<file path="config.mk">
export PLATFORM = sky130hd
export DESIGN_NAME = dmem_arbiter
export DESIGN_NICKNAME = d
export VERILOG_FILES = /design/src/rtl/dmem_arb_pkg.sv /design/src/rtl/rr_pick2.sv /design/src/rtl/dmem_arbiter.sv
export SDC_FILE = /design/constraint.sdc
export NUM_CORES = 1
export LEC_CHECK = 0
export BUFFER_PORTS_ARGS = -buffer_cell sky130_fd_sc_hd__buf_2
export CAP_MARGIN = 10
export CORE_AREA = 2 2 118 120
export DETAILED_ROUTE_END_ITERATION = 12
export DIE_AREA = 0 0 120 122
export PLACE_DENSITY_LB_ADDON = 0.2
export SLEW_MARGIN = 20
export SYNTH_ARGS = -nofsm -noshare
export SYNTH_HDL_FRONTEND = slang
export SYNTH_SLANG_ARGS = --single-unit
</file>
<file path="constraint.sdc">
create_clock -name clk -period 1.4 [get_ports clk]
set_input_delay 0 -clock clk [delete_from_list [all_inputs] [get_ports clk]]
set_output_delay 0 -clock clk [all_outputs]
set_load 0.02 [all_outputs]
</file>
<file path="src/rtl/dmem_arb_pkg.sv">
// Shared types and constants for the two-port data-memory arbiter.
// Holds the FSM state enum, requester port ids and default bus widths.
package dmem_arb_pkg;

    typedef enum logic [1:0] {
        ST_IDLE   = 2'd0,
        ST_ISSUE  = 2'd1,
        ST_RDWAIT = 2'd2
    } arb_state_t;

    localparam logic PORT_CPU = 1'b0;
    localparam logic PORT_DBG = 1'b1;

    localparam int DEF_AW = 32;
    localparam int DEF_DW = 32;

endpackage

</file>
<file path="src/rtl/rr_pick2.sv">
// Two-way round-robin picker: a lone requester wins, a tie goes to the
// port that was not granted last.
// Ports: req[1:0] (bit0 = CPU, bit1 = debug), last (id granted last),
//        valid (some request present), id (winning port id).
module rr_pick2
    import dmem_arb_pkg::*;
(
    input  logic [1:0] req,
    input  logic       last,
    output logic       valid,
    output logic       id
);

    always_comb begin
        valid = |req;
        id    = PORT_CPU;
        unique case (req)
            2'b01:   id = PORT_CPU;
            2'b10:   id = PORT_DBG;
            2'b11:   id = ~last;
            default: id = PORT_CPU;
        endcase
    end

endmodule

</file>
<file path="src/rtl/dmem_arbiter.sv">
// Arbitrates a CPU port and a debug/loader port onto one data memory.
// Ports: clk, rst (sync, active-high); c_* CPU req/we/addr/wdata in,
//        gnt/rvalid/err/rdata out; d_* same for debug; mem_read/
//        mem_write/mem_addr/mem_wdata to memory, mem_rdata back; busy.
module dmem_arbiter
    import dmem_arb_pkg::*;
#(
    parameter int AW = DEF_AW,
    parameter int DW = DEF_DW
) (
    input  logic          clk,
    input  logic          rst,
    input  logic          c_req,
    input  logic          c_we,
    input  logic [AW-1:0] c_addr,
    input  logic [DW-1:0] c_wdata,
    output logic          c_gnt,
    output logic          c_rvalid,
    output logic          c_err,
    output logic [DW-1:0] c_rdata,
    input  logic          d_req,
    input  logic          d_we,
    input  logic [AW-1:0] d_addr,
    input  logic [DW-1:0] d_wdata,
    output logic          d_gnt,
    output logic          d_rvalid,
    output logic          d_err,
    output logic [DW-1:0] d_rdata,
    output logic          mem_read,
    output logic          mem_write,
    output logic [AW-1:0] mem_addr,
    output logic [DW-1:0] mem_wdata,
    input  logic [DW-1:0] mem_rdata,
    output logic          busy
);

    arb_state_t    r_state;
    arb_state_t    w_next;
    logic          r_id;
    logic          r_we;
    logic [AW-1:0] r_addr;
    logic [DW-1:0] r_wdata;
    logic          r_last;

    logic          w_valid;
    logic          w_id;
    logic          w_gnt;
    logic          w_err;
    logic          w_rvalid;
    logic          w_mis;

    rr_pick2 u_pick (
        .req   ({d_req, c_req}),
        .last  (r_last),
        .valid (w_valid),
        .id    (w_id)
    );

    assign w_mis = (r_addr[1:0] != 2'b00);

    always_ff @(posedge clk) begin
        if (rst) begin
            r_state <= ST_IDLE;
        end else begin
            r_state <= w_next;
        end
    end

    always_ff @(posedge clk) begin
        if (rst) begin
            r_last  <= PORT_DBG;
            r_id    <= PORT_CPU;
            r_we    <= 1'b0;
            r_addr  <= '0;
            r_wdata <= '0;
        end else begin
            if (r_state == ST_IDLE && w_valid) begin
                r_id    <= w_id;
                r_we    <= w_id ? d_we : c_we;
                r_addr  <= w_id ? d_addr : c_addr;
                r_wdata <= w_id ? d_wdata : c_wdata;
            end
            if (r_state == ST_ISSUE) begin
                r_last <= r_id;
            end
        end
    end

    // Everything is held quiet while rst is high, even mid-transaction,
    // so an aborted read never leaks a grant or rvalid.
    always_comb begin
        w_next    = r_state;
        w_gnt     = 1'b0;
        w_err     = 1'b0;
        w_rvalid  = 1'b0;
        mem_read  = 1'b0;
        mem_write = 1'b0;
        mem_addr  = '0;
        mem_wdata = '0;
        if (!rst) begin
            unique case (r_state)
                ST_IDLE: begin
                    if (w_valid) begin
                        w_next = ST_ISSUE;
                    end
                end
                ST_ISSUE: begin
                    w_gnt = 1'b1;
                    if (w_mis) begin
                        w_err  = 1'b1;
                        w_next = ST_IDLE;
                    end else begin
                        mem_addr  = r_addr;
                        mem_wdata = r_wdata;
                        if (r_we) begin
                            mem_write = 1'b1;
                            w_next    = ST_IDLE;
                        end else begin
                            mem_read = 1'b1;
                            w_next   = ST_RDWAIT;
                        end
                    end
                end
                ST_RDWAIT: begin
                    w_rvalid = 1'b1;
                    w_next   = ST_IDLE;
                end
                default: begin
                    w_next = ST_IDLE;
                end
            endcase
        end
    end

    assign c_gnt    = w_gnt & (r_id == PORT_CPU);
    assign d_gnt    = w_gnt & (r_id == PORT_DBG);
    assign c_err    = w_err & (r_id == PORT_CPU);
    assign d_err    = w_err & (r_id == PORT_DBG);
    assign c_rvalid = w_rvalid & (r_id == PORT_CPU);
    assign d_rvalid = w_rvalid & (r_id == PORT_DBG);
    assign c_rdata  = c_rvalid ? mem_rdata : '0;
    assign d_rdata  = d_rvalid ? mem_rdata : '0;
    assign busy     = !rst && (r_state != ST_IDLE);

endmodule

</file>
==> out/summary.txt <==
outcome - finished, violations left
failing checks - negative setup slack
antenna violation net count after detailed routing - 0
DRC violations left - 0
minimum clock period - 1.628 ns
Via density - 5.271
max-slew violations - 0
# clock sinks - 69
Chip Width - 120 um
WHS - 0.2214 ns
Initial Util - 31.76%
share of post-route cells with drive strength above 1 - 48.60%
vias in the first global route - 5,835
Die ar. - 14,640 um^2
aggregate global routing overflow - 0
sequential fraction of the synthesis area - 32.21%
Int Pwr - 4.912 mW
CP peak stage delay - 0.38 ns
clk buf depth - 2
cells after synthesis - 546
Flop pwr share - 33.6%
CTS tree - done
Post-Layout Cell Count - 1,151
CP Data Required Time - 1.40 ns
# IOs - 303
Hold Path Class - in2reg
Setup Viol. Count Final - 131
Leak - 4.141 nW
gpl congestion - 0.9190
IO Port Bufs - 300
Slowest-stage cell, CP - dfxtp_4
Max Fclk - 614.3 MHz
pwr/cell area - 792.9 nW/um^2
Die Y - 122 um
max_cap viols - 0
crit share post-route - 116.3%
Core Area - 13,500 um^2
switching power - 2.166 mW
initial antenna violation count - 9
GRT Overall Usage - 26.43%
total CTS buffers - 9
Critical Path Most Common Cell - buf_6
largest net degree at the start of global routing - 50
Clock transition at path regs - 0.06 ns
Peak supply drop - 0.5988 mV
Root Buffer - clkbuf_16
crit path max fanout - 14
Pre-antenna DRT Iters - 7
Net Sw Frac - 30.60%
synthesized cell area - 4289 um^2
Clock Power Share - 34.8%
pre-CTS setup slack - -0.01480 ns
unrepaired setup endpoints after global routing - true
CP startpoint kind - flop
worst setup margin - -0.2279 ns
Crit. End Element - output port
HPWL reported at the end of detailed placement - 13,040 um
first-pass GRT wire length - 30,380 um
combinational fraction of design power - 31.6%
Data arrival, critical path - 1.63 ns
Netlist cell types - 26
#FFs+latches synth - 69
WS Path Type - reg2out
clk_skew - 0.005651 ns
Routed WL per cell - 19.20 um
dpl cells - 987
final total power - 7.078 mW
Yosys warning total - 0
Iter 0 DRT Violations - 397
via count - 6,067
Critical Path, Cell by Cell - nor3b_4 > buf_6 > clkbuf_16 > and3_1 > buf_6
H-tree Lvls - 3
final setup TNS - -18.95 ns
clock latency on the worst-skew pair - 0.33 ns
total wire length - 22,100 um
fin nets - 1,124
Rows - 43
final hold violation count - 0
Area Growth Syn to Fin - 108.1%
synthesized area per cell - 7.856 um^2
## placed cells by master (no fill, tap or decap), types with 27 or more instances in the layout
master / netlist / layout
dlygate4sd3_1: 0 / 130
and2_1: 66 / 30
buf_4: 3 / 35
buf_2: 16 / 167
nand2_1: 131 / 131
a311oi_2: 39 / 39
dfxtp_1: 69 / 64
a21oi_1: 66 / 66
and3_1: 63 / 36
and2_4: 0 / 36
and3_4: 0 / 27
buf_6: 5 / 115
## path summary, 6_finish.rpt
check	depth (start not counted)	to	slack, ns	start
setup reg to reg	4	r_wdata[13]	0.07	r_last
hold reg to reg	2	r_addr[3]	0.51	r_addr[3]
setup / recovery	5	mem_addr[8]	-0.23	r_state[0]
hold / removal	3	r_addr[15]	0.22	rst
## state kept, by name (all words and copies together), names as in the netlist
signal / flops
r_addr: 32
r_wdata: 32
r_state: 2
r_id: 1
r_last: 1
r_we: 1
## cells by family (layout without fill, tap and decap cells)
family / count (synthesis) / count (layout) / synth area share (%)
buffers and inverters: 65 / 481 / 7.293
AOI/OAI and AO/OA: 135 / 135 / 27.51
other: 1 / 10 / 0.08743
and+or+nand+nor: 276 / 276 / 32.91
DFF: 69 / 69 / 32.21
## Yosys cell counts
cell type	instances	area, um^2
nor4_1	2	12.51
and3_1	63	394.1
a21bo_1	2	20.02
or2_1	1	6.260
a211o_1	1	8.760
nor3b_2	1	12.51
nor3_1	1	5.000
buf_6	5	56.30
buf_4	3	22.52
nand2_1	131	491.7
a311oi_1	26	227.7
a21boi_1	1	7.510
clkbuf_1	40	150.1
dfxtp_1	69	1381
buf_2	16	80.08
and2_1	66	412.9
and4bb_2	1	12.51
conb_1	1	3.750
a21oi_1	66	330.3
nand2b_1	1	6.260
buf_1	1	3.750
nor4b_2	1	15.01
nor2b_1	4	25.02
nor2_2	1	6.260
nor2_1	3	11.26
a311oi_2	39	585.6
## layer usage
layer  part of all wire, %  track usage, %  vias to the layer above  routed length (um)
li1                      -               -                     2763                   -
met1                    36           27.22                     2839                7869
met2                    52           49.08                      382               11550
met3                   7.0           5.431                       83                1536
met4                   5.2           16.10                        0                1142
met5                     0               0                        -                   0
## per-stage QoR
stage / area (um^2) / util (%)
CTS: 8179 / 60.57
floorplan: 4297 / -
global route: 8927 / 66.11
detailed placement: 6041 / 44.73
finish: 8927 / 66.11
global placement: 6041 / 44.73
## area by class of cell
cell class,count,area (um^2)
multi-input combinational,413,2879
clock inverter,6,86.33
fill,986,4577
timing repair buffer,465,4083
antenna,8,20.02
clock buffer,10,239.0
tap,180,225.2
sequential,69,1395
## timing repair
action | 4_1_cts | 5_1_grt
hold endpoints to repair | 65 | 0
setup buffers | 1 | 1
endpoints found under the setup margin | 135 | 136
cloned | 1 | 7
resized for setup | 150 | 177
hold buffers | 130 | 0
pin swaps | 5 | 30
## power groups by stage
| stage | clock, mW | sequential (mW) | combinational, mW |
|---|---|---|---|
| 2_1_floorplan | 0 | 2.33 | 1.07 |
| 3_3_place_gp | 0 | 2.39 | 1.63 |
| 3_5_place_dp | 0 | 2.39 | 1.67 |
| 4_1_cts | 2.50 | 2.36 | 2.06 |
| 5_1_grt | 2.60 | 2.40 | 2.39 |
| 6_report | 2.46 | 2.38 | 2.24 |
## critical path: cells and delay by family (launching register included)
family / cells / cell delay (ns)
buffers and inverters: 3 / 0.47
DFF: 1 / 0.38
and+or+nand+nor: 2 / 0.44
(Power assumes the default switching activity.)
